[src/rtl/spi_rx_pkg.sv]
// Shared types, default parameter values and sizing helpers for the SPI frame receiver.
package spi_rx_pkg;

   typedef enum logic {
      RX_IDLE  = 1'b0,
      RX_SHIFT = 1'b1
   } rx_state_t;

   localparam int DEFAULT_DATA_WIDTH  = 8;
   localparam int DEFAULT_LINES       = 4;
   localparam int DEFAULT_FIFO_DEPTH  = 8;
   localparam int DEFAULT_SYNC_STAGES = 2;

   // Beats per word; the receiver relies on DATA_WIDTH being a multiple of LINES.
   function automatic int beat_count(input int width, input int lines);
      return width / lines;
   endfunction

   // Pointer width with one extra wrap bit to tell full from empty.
   function automatic int ptr_width(input int depth);
      return $clog2(depth) + 1;
   endfunction

endpackage

[src/rtl/sync_fifo.sv]
// First-word-fall-through FIFO with a registered head word; a pop frees a slot for a same-cycle write.
module sync_fifo
   import spi_rx_pkg::*;
#(
   parameter int WIDTH = DEFAULT_DATA_WIDTH,
   parameter int DEPTH = DEFAULT_FIFO_DEPTH
) (
   input  logic                          clk,
   input  logic                          rst_n,
   input  logic                          wr_en,
   input  logic [WIDTH-1:0]              wr_data,
   input  logic                          rd_en,
   output logic [WIDTH-1:0]              rd_data,
   output logic                          valid,
   output logic [ptr_width(DEPTH)-1:0]   fill,
   output logic                          wr_drop
);

   localparam int PTR_W  = ptr_width(DEPTH);
   localparam int ADDR_W = PTR_W - 1;

   logic [WIDTH-1:0]  mem [DEPTH];
   logic [PTR_W-1:0]  wr_ptr;
   logic [PTR_W-1:0]  rd_ptr;
   logic [ADDR_W-1:0] rd_next;
   logic              empty;
   logic              full;
   logic              pop;
   logic              push;

   assign empty   = (wr_ptr == rd_ptr);
   assign full    = (wr_ptr[ADDR_W] != rd_ptr[ADDR_W]) &&
                    (wr_ptr[ADDR_W-1:0] == rd_ptr[ADDR_W-1:0]);
   assign pop     = rd_en & ~empty;
   assign push    = wr_en & (~full | pop);
   assign wr_drop = wr_en & full & ~pop;
   assign valid   = ~empty;
   assign fill    = wr_ptr - rd_ptr;
   assign rd_next = rd_ptr[ADDR_W-1:0] + ADDR_W'(1);

   always_ff @(posedge clk) begin
      if (push) begin
         mem[wr_ptr[ADDR_W-1:0]] <= wr_data;
      end
   end

   // The head register holds its last value once the FIFO drains.
   always_ff @(posedge clk or negedge rst_n) begin
      if (!rst_n) begin
         wr_ptr  <= '0;
         rd_ptr  <= '0;
         rd_data <= '0;
      end else begin
         if (push) begin
            wr_ptr <= wr_ptr + PTR_W'(1);
         end
         if (pop) begin
            rd_ptr <= rd_ptr + PTR_W'(1);
         end
         if (push && (empty || (pop && fill == PTR_W'(1)))) begin
            rd_data <= wr_data;
         end else if (pop && fill > PTR_W'(1)) begin
            rd_data <= mem[rd_next];
         end
      end
   end

endmodule

[src/rtl/spi_frame_receiver.sv]
// Multi-lane SPI target receiver: input synchronisers, word assembly, frame/trunc flags and FWFT output FIFO.
// Defining SPI_RX_WORD_COUNT_EN adds word_count_out, counting words accepted into the FIFO.
module spi_frame_receiver
   import spi_rx_pkg::*;
#(
   parameter int DATA_WIDTH  = DEFAULT_DATA_WIDTH,
   parameter int LINES       = DEFAULT_LINES,
   parameter int FIFO_DEPTH  = DEFAULT_FIFO_DEPTH,
   parameter int SYNC_STAGES = DEFAULT_SYNC_STAGES
) (
   input  logic                              clk_in,
   input  logic                              rst_n_in,
   input  logic [LINES-1:0]                  chip_data_in,
   input  logic                              chip_clk_in,
   input  logic                              chip_sel_in,
   output logic [DATA_WIDTH-1:0]             data_out,
   output logic                              data_valid_out,
   input  logic                              data_ready_in,
   output logic                              frame_end_out,
   output logic                              trunc_out,
   output logic                              overflow_out,
   input  logic                              clear_in,
   output logic [ptr_width(FIFO_DEPTH)-1:0]  fill_out
`ifdef SPI_RX_WORD_COUNT_EN
   ,
   output logic [15:0]                       word_count_out
`endif
);

   localparam int WORD_BEATS = beat_count(DATA_WIDTH, LINES);
   localparam int CNT_W      = $clog2(DATA_WIDTH) + 1;
   localparam int LAST       = SYNC_STAGES - 1;
   localparam logic [CNT_W-1:0] LAST_BIT = CNT_W'((WORD_BEATS - 1) * LINES);
   localparam logic [CNT_W-1:0] BIT_STEP = CNT_W'(LINES);

   logic [SYNC_STAGES-1:0] sclk_sync;
   logic [SYNC_STAGES-1:0] scs_sync;
   logic [SYNC_STAGES-1:0] live_sync;
   logic [LINES-1:0]       data_sync [SYNC_STAGES];

   logic                   sclk;
   logic                   scs;
   logic                   live;
   logic                   clk_prev;
   logic                   cs_prev;
   logic                   armed;
   logic                   clk_rise;
   logic                   cs_fall;
   logic                   cs_rise;
   logic [LINES-1:0]       data_smp;

   rx_state_t              state;
   logic [CNT_W-1:0]       bit_cnt;
   logic [DATA_WIDTH-1:0]  shift_word;
   logic [DATA_WIDTH-1:0]  shift_in;
   logic                   wr_req;
   logic [DATA_WIDTH-1:0]  wr_word;
   logic                   wr_drop;

   // live_sync marks when the chains hold real pin samples rather than reset values.
   always_ff @(posedge clk_in or negedge rst_n_in) begin
      if (!rst_n_in) begin
         sclk_sync <= '1;
         scs_sync  <= '1;
         live_sync <= '0;
         for (int i = 0; i < SYNC_STAGES; i++) begin
            data_sync[i] <= '0;
         end
      end else begin
         sclk_sync    <= {sclk_sync[SYNC_STAGES-2:0], chip_clk_in};
         scs_sync     <= {scs_sync[SYNC_STAGES-2:0], chip_sel_in};
         live_sync    <= {live_sync[SYNC_STAGES-2:0], 1'b1};
         data_sync[0] <= chip_data_in;
         for (int i = 1; i < SYNC_STAGES; i++) begin
            data_sync[i] <= data_sync[i-1];
         end
      end
   end

   assign sclk = sclk_sync[LAST];
   assign scs  = scs_sync[LAST];
   assign live = live_sync[LAST];

   // A cs fall only opens a frame once cs has been seen high, so a frame cut by reset stays ignored.
   always_ff @(posedge clk_in or negedge rst_n_in) begin
      if (!rst_n_in) begin
         clk_prev <= 1'b1;
         cs_prev  <= 1'b1;
         armed    <= 1'b0;
         clk_rise <= 1'b0;
         cs_fall  <= 1'b0;
         cs_rise  <= 1'b0;
         data_smp <= '0;
      end else begin
         clk_prev <= sclk;
         cs_prev  <= scs;
         armed    <= armed | (live & scs);
         clk_rise <= live & sclk & ~clk_prev & ~scs;
         cs_fall  <= live & armed & ~scs & cs_prev;
         cs_rise  <= live & scs & ~cs_prev;
         data_smp <= data_sync[LAST];
      end
   end

   generate
      if (WORD_BEATS == 1) begin : g_single
         assign shift_in = data_smp;
      end else begin : g_multi
         assign shift_in = {shift_word[DATA_WIDTH-LINES-1:0], data_smp};
      end
   endgenerate

   always_ff @(posedge clk_in or negedge rst_n_in) begin
      if (!rst_n_in) begin
         state         <= RX_IDLE;
         bit_cnt       <= '0;
         shift_word    <= '0;
         wr_req        <= 1'b0;
         wr_word       <= '0;
         frame_end_out <= 1'b0;
         trunc_out     <= 1'b0;
      end else begin
         wr_req        <= 1'b0;
         frame_end_out <= 1'b0;
         trunc_out     <= 1'b0;
         case (state)
            RX_IDLE: begin
               if (cs_fall) begin
                  state      <= RX_SHIFT;
                  bit_cnt    <= '0;
                  shift_word <= '0;
               end
            end
            RX_SHIFT: begin
               if (cs_rise) begin
                  state         <= RX_IDLE;
                  frame_end_out <= 1'b1;
                  trunc_out     <= (bit_cnt != '0);
                  bit_cnt       <= '0;
               end else if (clk_rise) begin
                  shift_word <= shift_in;
                  if (bit_cnt == LAST_BIT) begin
                     bit_cnt <= '0;
                     wr_req  <= 1'b1;
                     wr_word <= shift_in;
                  end else begin
                     bit_cnt <= bit_cnt + BIT_STEP;
                  end
               end
            end
            default: state <= RX_IDLE;
         endcase
      end
   end

   sync_fifo #(
      .WIDTH (DATA_WIDTH),
      .DEPTH (FIFO_DEPTH)
   ) u_fifo (
      .clk     (clk_in),
      .rst_n   (rst_n_in),
      .wr_en   (wr_req),
      .wr_data (wr_word),
      .rd_en   (data_ready_in),
      .rd_data (data_out),
      .valid   (data_valid_out),
      .fill    (fill_out),
      .wr_drop (wr_drop)
   );

   // Clear wins over a same-cycle overflow.
   always_ff @(posedge clk_in or negedge rst_n_in) begin
      if (!rst_n_in) begin
         overflow_out <= 1'b0;
      end else if (clear_in) begin
         overflow_out <= 1'b0;
      end else if (wr_drop) begin
         overflow_out <= 1'b1;
      end
   end

`ifdef SPI_RX_WORD_COUNT_EN
   always_ff @(posedge clk_in or negedge rst_n_in) begin
      if (!rst_n_in) begin
         word_count_out <= '0;
      end else if (wr_req && !wr_drop) begin
         word_count_out <= word_count_out + 16'd1;
      end
   end
`else
   // This build carries no accepted-word counter.
`endif

endmodule

[config.mk]
export PLATFORM = sky130hd
export DESIGN_NAME = spi_frame_receiver
export DESIGN_NICKNAME = d
export VERILOG_FILES = /design/src/rtl/spi_rx_pkg.sv /design/src/rtl/sync_fifo.sv /design/src/rtl/spi_frame_receiver.sv
export SDC_FILE = /design/constraint.sdc
export NUM_CORES = 1
export LEC_CHECK = 0
export ABC_AREA = 1
export ABC_CLOCK_PERIOD_IN_PS = 2500
export BUFFER_PORTS_ARGS = -buffer_cell sky130_fd_sc_hd__buf_4
export CORE_MARGIN = 8
export CORE_UTILIZATION = 25
export CTS_BUF_LIST = sky130_fd_sc_hd__clkbuf_2 sky130_fd_sc_hd__clkbuf_4 sky130_fd_sc_hd__clkbuf_8
export CTS_CLUSTER_SIZE = 10
export DETAILED_ROUTE_END_ITERATION = 10
export HOLD_SLACK_MARGIN = 0.02
export PLACE_DENSITY = 0.37
export SLEW_MARGIN = 20
export SYNTH_ARGS = -nofsm -noshare
export SYNTH_HDL_FRONTEND = slang
export SYNTH_SLANG_ARGS = --single-unit
[constraint.sdc]
create_clock -name clk_in -period 2.5 [get_ports clk_in]
set_input_delay 0.25 -clock clk_in [delete_from_list [all_inputs] [get_ports clk_in]]
set_output_delay 0.25 -clock clk_in [all_outputs]
set_load 0.02 [all_outputs]
# Word-level counts from Yosys, hierarchy flattened
# Memory sizes are Yosys's and may differ from the RTL's.
# Index checks and enable logic that the tools add are counted.
# classes
shifts	0
add_sub_neg	5
n_reduce_logical	11
div	0
n_lt_le_gt_ge	1
mux	26
n_eq_ne	9
multipliers	0
n_bitwise	22
# op_table
operator	count
$mux 4	7
$mux 8	2
$pmux 4 s2	2
$mux 1	14
$and 1x1->1	12
$add 4x1->4 const B	2
$not 1->1	8
$ne 2x2->1 const B	3
$add 4x3->4 const B	1
$eq 4x1->1 const B	1
$eq 4x3->1 const B	1
$eq 4x4->1	1
$gt 4x1->1 const B	1
$logic_and 1x1->1	4
$reduce_and 4->1	1
$reduce_bool 2->1	2
$reduce_bool 4->1	1
$sub 4x4->4	1
$add 3x1->3 const B	1
$eq 3x3->1	1
$ne 3x3->1 const B	1
$reduce_and 3->1	1
$or 1x1->1	2
$pmux 1 s2	1
3 further kinds	3
# word_totals
mem_bits_rw	64
n_memories	1
in_bits	10
output_inout_bits	16
romBits	0
word_cells	98
latch_bits	0
ff_bits	61
# memory_table
name	depth	word_bits	rd	rd_ports_with_merged_regs	wr	line	text
u_fifo.mem	8	8	1	0	1	sync_fifo.sv:22	logic [WIDTH-1:0] mem [DEPTH];

# Logic depth before layout (Yosys ltp)
# Gate-level depths: netlist of run 1.
# logic_depth
depth_word	7
mapped_depth	14
depth_no_buf	13

# By module
# Synthesis of run 1 repeated with hierarchy kept, for this count alone.
# hier_totals
hier_cells	486
hier_area_um2	5202.5
# modules_own_cells
module	instances	seq_area_each_um2	cells_each	area_per_inst_um2
sync_fifo	1	2322.2	361	3702.3
spi_frame_receiver	1	1083.5	125	1500.2

# Worst setup path after synthesis of run 1
# OpenSTA, ideal clock, no wires.
# synth_path
kind	register to register
from	reg u_fifo.rd_ptr[2]
to	mem u_fifo.mem[2][0] (netlist bit) (enable)
stages_incl_launch_ff	11
period_less_slack_ns	2.228
n_path_buf	1
arrival_time_ns	1.858
setup_time_ns	0.370
path_slack_ns	0.272
required_ns	2.130
path_cell_list	dfrtp_1 -> inv_1 -> ha_1 -> nand3_1 -> inv_2 -> nand3_1 -> nand2_1 -> inv_2 -> buf_2 -> nand2_1 -> nor2_1
# synth_via
elab_chain_len	7
word_cells_on_any_way	10
cone_classes	eq/ne: 2; mux: 2; bitwise: 5; reduce/logical: 1
# synth_lines
element	line	text
start: declaration	sync_fifo.sv:24	logic [PTR_W-1:0] rd_ptr;
start signal: assignment	sync_fifo.sv:58	rd_ptr <= rd_ptr + PTR_W'(1);
$eq 4x4->1 / $eq 3x3->1 (equally long branches)	sync_fifo.sv:31, sync_fifo.sv:33	
$not 1->1 / $logic_and 1x1->1 (equally long branches)	sync_fifo.sv:34, sync_fifo.sv:32	
$and 1x1->1 / $not 1->1 (equally long branches)	sync_fifo.sv:34, sync_fifo.sv:35	
$or 1x1->1 *	sync_fifo.sv:35	assign push = wr_en & (~full | pop);
$and 1x1->1 *	sync_fifo.sv:35	
$mux 1 *	sync_fifo.sv:42	if (push) begin
$mux 1 (implied by the code) *	sync_fifo.sv:43	mem[wr_ptr[ADDR_W-1:0]] <= wr_data;
end: declaration	sync_fifo.sv:22	
# Every way passes the cells marked *; elsewhere a longest branch is shown, timed or not.

# Worst setup path after layout of run 1
# layout_path
from	reg u_fifo.wr_ptr[0]
to	out fill_out[2]
# layout_via
elab_chain_len	1
# layout_lines
element	line	text
start: declaration	sync_fifo.sv:23	logic [PTR_W-1:0] wr_ptr;
start signal: assignment	sync_fifo.sv:55	wr_ptr <= wr_ptr + PTR_W'(1);
$sub 4x4->4	sync_fifo.sv:38	assign fill = wr_ptr - rd_ptr;
end: declaration	spi_frame_receiver.sv:23	output logic [ptr_width(FIFO_DEPTH)-1:0] fill_out
# Every way passes these cells.

==> run_results.csv, run 1 <==
group,metric,value,unit
timing,clock.fmax,449.7,MHz
grt,antenna_found_initial,0,
detailed_routing,drc,0,
grt,grt_pass1_wl,18610,microns
timing,rsz0062_at_grt,"no",
worst_setup_path,cp.depth,6,
logic_synthesis,synth-edff-count,64,
final_layout,layout.nets,529,
floorplan,initial_core_util,0.2524,
flow_run,cap_viol_max_count,0,
min_path,hold_depth,4,
worst_setup_path,regToRegSetupSlack,0.38,ns
clock_tree,clkSlewWorstSetupHoldPaths,0.07,ns
timing,setup_violations,0,
worst_setup_path,cp_data_arrival_time,1.97,ns
worst_setup_path,reg2regPathDepth,10,
logic_synthesis,syn_nets,476,
pwr,ir_drop,430.4,uV
floorplan,die_x,158.2,microns
timing,finalCriticalPeriod,2.224,ns
clock_tree,cts_buffers,17,
placement,dp.cells,756,
detailed_routing,viasPerCell,4.010,
pwr,p_comb_frac,0.387,
worst_setup_path,critical_path.endpoint_type,"output pin",
worst_setup_path,crit_path_max_incr_delay,0.40,ns
detailed_routing,num_vias,3192,
logic_synthesis,synthDistinctLibCells,36,
final_layout,diodes,0,
timing,maxSlewViolCount,0,
floorplan,die_y,158.2,microns
clock_tree,cts_resized,0,
floorplan,rows,52,
grt,grt_max_degree,67,
worst_setup_path,path_buf_inv,3,
detailed_routing,routed_wirelength,11660,microns
floorplan,die_area,25040,sq um
worst_setup_path,r2r_end,"u_fifo.rd_data[1]",
timing,worst_pin_slew,0.7313,ns
logic_synthesis,synth_top_cell_area_share,0.3799,
detailed_routing,post_drt_wl_per_cell,14.64,microns
min_path,min_path_type,"in -> reg",
pwr,total_power,7329,uW
pwr,p_seq_frac,0.358,
logic_synthesis,ys_seq_elements,123,
timing,final.setup.tns,0,ns
placement,dp_hpwl,7886,microns
final_layout,drive_above_1_share,0.1825,
logic_synthesis,synthesis.area,5059,sq um
clock_tree,cts_root_buffer,"clkbuf_8",
detailed_routing,drtIter0Drc,123,
worst_setup_path,crit_start,"u_fifo.wr_ptr[0]",
timing,post-route-period-util,0.8895,
final_layout,finalNonFillerCells,796,
worst_setup_path,cpMaxStageDelayCell,"dfrtp_1",
final_layout,area_delta_synth_final,20.97,%
grt,globalRouteOverflowTotal,0,
final_layout,multi_input_area,1316,sq um
logic_synthesis,synthFlopType,"edfxtp_1",
pwr,switchingPower,2892,uW
timing,finClkSkew,0.01424,ns
clock_tree,cts_tree,"yes",
logic_synthesis,syn_inst,460,
grt,track_usage,0.1016,
logic_synthesis,yosys_warnings,0,
worst_setup_path,cp-endpoint,"fill_out[2]",
final_layout,fill_cells,2129,
worst_setup_path,crit_top_cell,"buf_4",
detailed_routing,first_pass_iters,4,
logic_synthesis,seq_area_frac_synth,0.6733,
worst_setup_path,rr_startpoint,"u_fifo.wr_ptr[0]",
logic_synthesis,synth_most_common_cell,"nand2_1",
grt,grt_pass1_vias,3321,
pwr,p_sw_frac,0.3946,
worst_setup_path,cp_max_fo,4,
clock_tree,clk_latency,0.44,ns
floorplan,ios,26,
timing,slew_headroom,0.5124,
worst_setup_path,critPathKind,"reg -> out",
floorplan,coreArea,20040,sq um
outcome,status,"complete, no violations",
pwr,p_leak,0.002680,uW
logic_synthesis,synth_area_per_cell,11.00,sq um
timing,hold_viol_final,0,
detailed_routing,ant_nets,0,
logic_synthesis,synth_commonest_cells,"nand2_1, edfxtp_1, inv_1",
clock_tree,clockBufferDepth,2,
logic_synthesis,yosys.area.top_type,"edfxtp_1",
pwr,internal_power,4437,uW
logic_synthesis,yosys-top-cells-area,"edfxtp_1, dfrtp_1, nand2_1, inv_1, o211ai_1",
placement,portBuffers,25,
worst_setup_path,worstPathRequired,2.25,ns
worst_setup_path,critical-path-top-delay-family,"adder cells",
worst_setup_path,path_cells,"inv_1, ha_1, fa_1, xnor2_1, buf_4, buf_4",
pwr,p_clk_frac,0.255,
worst_setup_path,cp-start-kind,"register",
final_layout,ff_latch_area,3407,sq um
pwr,power_density,1198,nW/um^2
clock_tree,htree_levels,4,
clock_tree,numClockSinks,123,
placement,routabilityCongestion,0.7425,
logic_synthesis,synthArstFlopShare,0.4797,
[layout by cell type (no fill, tap or decap), types with 2 or more instances in the layout]
master / synthesis / layout
nand4_1: 2 / 2
dfrtp_1: 53 / 52
inv_1: 64 / 64
nand3_1: 34 / 34
ha_1: 5 / 5
buf_4: 1 / 40
clkinv_2: 1 / 5
nand2_2: 4 / 4
dfstp_2: 6 / 6
edfxtp_1: 64 / 64
clkbuf_8: 0 / 19
inv_2: 4 / 4
o21ai_0: 9 / 9
xor2_1: 4 / 4
dlygate4sd3_1: 0 / 8
clkbuf_4: 0 / 2
o21ai_1: 6 / 6
a21oi_1: 4 / 4
nor2_1: 10 / 10
nand2_1: 128 / 128
o211ai_1: 32 / 32
nand2_4: 2 / 2
bufinv_16: 0 / 3
[worst register-to-register path, cell delays in order (launching register included)]
cell and delay (ns):
dfrtp_1 0.40, inv_1 0.08, ha_1 0.21, fa_1 0.38
xnor2_1 0.17, buf_4 0.15, nor2_4 0.04, nand2_2 0.15
nand2_1 0.21, nand3_1 0.15, nand2_1 0.06
[stage by stage]
stage	cell area (sq um)	setup WS [ns]	utilization	hold slack (ns)
floorplan	5059	0.2720	-	-0.04559
finish	6120	0.2763	0.3054	0.2522
CTS	6120	0.2289	0.3054	0.2185
detailed placement	5622	0.3656	0.2805	0.3347
global placement	5622	0.3644	0.2805	0.3327
global route	6120	0.1476	0.3054	0.2591
[what timing repair did]
| item | 4_1_cts | 5_1_grt |
|---|---|---|
| hold buffers | 8 | 0 |
| endpoints found under the hold margin | 60 | 0 |
| buffers inserted | 0 | 0 |
[cells by family (layout without fill, tap and decap cells)]
kind of cell | Yosys count | in the layout | share of synthesized area
adders and majority gates | 6 | 6 | 0.01632
xor gates and xnor gates | 6 | 6 | 0.01187
buffers and inverters | 83 | 149 | 0.06653
AOI/OAI and AO/OA | 55 | 55 | 0.07346
DFF | 123 | 123 | 0.6733
other | 1 | 1 | 0.0007413
and+or+nand+nor | 186 | 186 | 0.1578
[power groups by stage]
stage | logic (uW) | clock network, uW | registers [uW]
after global routing | 3210 | 2030 | 2660
after CTS | 2930 | 1940 | 2630
after global placement | 2930 | 0 | 2670
final | 2840 | 1870 | 2630
after floorplan | 1830 | 0 | 2650
after detailed placement | 2910 | 0 | 2680
[layer usage]
layer,vias up,global-route usage,wire [microns]
met2,36,0.1596,5525
met5,-,0,0
met4,0,0.03637,123
li1,1623,-,-
met1,1524,0.1300,5657
met3,9,0.03085,351
[cell type report]
class,instances,area share
flip-flops and latches,123,0.5567
multi-input cells,254,0.2151
inverters,69,0.04253
well taps,270,0.05520
repair buffers,48,0.06216
clock buffers,21,0.04518
clock inverters,11,0.02310
[flip-flops by register name, summed over array words and instances, names as in the netlist, 2 cells and up]
name,count
shift_word,4
sclk_sync,2
u_fifo.rd_ptr,4
u_fifo.rd_data,8
scs_sync,2
bit_cnt,2
data_smp,4
u_fifo.mem,64
data_sync,8
wr_word,8
live_sync,2
u_fifo.wr_ptr,4
[how the worst min path moves through the flow]
stage                               to  slack [ns]          start
after global placement    data_sync[0]        0.33   data_sync[4]
after CTS                 overflow_out        0.22  data_ready_in
after detailed placement   data_smp[1]        0.33   data_sync[1]
after floorplan                  armed       -0.05       rst_n_in
final                     overflow_out        0.25  data_ready_in
after global routing      overflow_out        0.26  data_ready_in
Note: power is estimated with default switching activity, not from simulation.
==> run 2: changes to the inputs <==
CORE_UTILIZATION = 50   (was 25)
PLACE_DENSITY = 0.65   (was 0.37)
==> run 2 against run 1 <==
  * Setup slack got worse by 0.018 ns
  * Utilization rose by 30 points
  * Clock skew shrank 0.0040 ns
  * Highest routed layer unchanged
==> run_results.csv, run 2 (synthesis results as in run 1) <==
group,metric,value,unit
outcome,status,"complete, no violations",
timing,slew_headroom,0.4360,
worst_setup_path,cp_data_arrival_time,1.99,ns
detailed_routing,viasPerCell,4.995,
timing,hold_viol_final,0,
clock_tree,cts_buffers,17,
clock_tree,htree_levels,4,
detailed_routing,routed_wirelength,9727,microns
detailed_routing,drc,0,
clock_tree,cts_resized,0,
final_layout,drive_above_1_share,0.1762,
placement,dp_hpwl,6577,microns
final_layout,layout.nets,525,
clock_tree,clockBufferDepth,2,
timing,finalCriticalPeriod,2.241,ns
floorplan,die_area,13590,sq um
worst_setup_path,path_cells,"inv_1, ha_1, fa_1, xnor2_1, buf_4",
grt,globalRouteOverflowTotal,0,
clock_tree,clk_latency,0.42,ns
timing,finClkSkew,0.01024,ns
floorplan,die_x,116.6,microns
pwr,total_power,7243,uW
timing,maxSlewViolCount,0,
timing,hold_slack,0.2178,ns
clock_tree,numClockSinks,123,
pwr,power_density,1218,nW/um^2
clock_tree,cts_root_buffer,"clkbuf_8",
floorplan,die_y,116.6,microns
worst_setup_path,critPathKind,"reg -> out",
clock_tree,hold_buffers,8,
worst_setup_path,cp-start-kind,"register",
timing,worst_pin_slew,0.8414,ns
final_layout,mostFrequentLayoutCells,"nand2_1, inv_1, edfxtp_1",
detailed_routing,num_vias,3272,
clock_tree,cts_tree,"yes",
timing,post-route-period-util,0.8965,
grt,grt_pass1_wl,16290,microns
floorplan,ios,26,
floorplan,rows,36,
pwr,p_leak,0.002672,uW
final_layout,largest_reg_flops,64,
worst_setup_path,crit_path_max_incr_delay,0.39,ns
final_layout,final_common_cell,"nand2_1",
flow_run,cap_viol_max_count,0,
placement,routabilityCongestion,0.8388,
placement,pre_cts_ws,0.3384,ns
timing,clock.fmax,446.2,MHz
pwr,ir_drop,592.5,uV
clock_tree,post-cts-setup-buffers,0,
timing,setup_violations,0,
worst_setup_path,path_buf_inv,2,
worst_setup_path,critical_path.endpoint_type,"output pin",
grt,antenna_found_initial,0,
placement,portBuffers,25,
worst_setup_path,cpMaxStageDelayCell,"dfrtp_1",
worst_setup_path,cp_max_fo,4,
final_layout,diodes,0,
floorplan,initial_core_util,0.5152,
worst_setup_path,worstPathRequired,2.25,ns
grt,grt_max_degree,67,
timing,rsz0062_at_grt,"no",
detailed_routing,drtIter0Drc,294,
final_layout,area_delta_synth_final,17.56,%
detailed_routing,ant_nets,0,
grt,grt_pass1_vias,3350,
timing,fin_ws,0.2588,ns
clock_tree,clkSlewWorstSetupHoldPaths,0.07,ns
detailed_routing,post_drt_wl_per_cell,14.85,microns
grt,track_usage,0.1613,
worst_setup_path,critical-path-top-delay-family,"adder cells",
detailed_routing,first_pass_iters,4,
floorplan,coreArea,9819,sq um
timing,final.setup.tns,0,ns
min_path,min_path_type,"in -> reg",
-- run 2: cell count changes in the layout (fill, tap and decap cells not counted), sizes merged --
cell / before / now
buf: 40 / 36
clkinvlp: 1 / 0
clkinv: 6 / 8
clkbuf: 21 / 19
bufinv: 3 / 4
-- run 2: path summary, 6_finish.rpt --
check	start	endpoint	cells after the start	slack, ns
worst min-delay path	data_ready_in	overflow_out	4	0.22
worst min register to register	data_sync[2]	data_smp[2]	0	0.35
min in group asynchronous	rst_n_in	data_sync[6]	2	0.42
worst max register to register	u_fifo.rd_ptr[2]	u_fifo.mem[2][3]	10	0.32
max in group asynchronous	rst_n_in	u_fifo.rd_ptr[0]	2	1.57
worst max-delay path	u_fifo.wr_ptr[0]	fill_out[2]	5	0.26
-- run 2: report_power, final --
group	switching (uW)	internal (uW)	total, uW	leakage, uW
logic	1760	950	2710	0.00115
registers	211	2400	2610	0.00129
clock network	786	1140	1920	0.000229
-- run 2: final cells by class --
type	instances	area (sq um)
Clock inverter	13	191.4
Timing Repair Buffer	44	350.3
Clock buffer	19	255.2
Sequential cell	123	3407
Inverter	69	260.3
Tap cell	133	166.4
Multi-Input combinational cell	254	1316
Fill cell	838	3872
-- run 2: per-stage QoR --
stage,std cells,util,area [sq um]
after detailed placement,615,0.5520,5420
final,655,0.6056,5947
after floorplan,460,-,5059
after global placement,615,0.5520,5420
after global routing,655,0.6056,5947
after CTS,655,0.6056,5947
-- run 2: per-layer routing --
layer  vias to the layer above  part of all wire  GRT usage
met5                         -                 0          0
li1                       1612                 -          -
met4                         0             0.015    0.06399
met3                        12             0.053    0.04343
met1                      1584              0.41     0.1906
met2                        64              0.52     0.2747
-- run 2: worst reg2reg max path, delay by kind of cell, from the launching register on --
| family | cells | cell delay (ns) |
|---|---|---|
| fa+ha+maj | 1 | 0.35 |
| flops | 1 | 0.42 |
| buf+inv | 4 | 0.55 |
| simple gates | 5 | 0.57 |
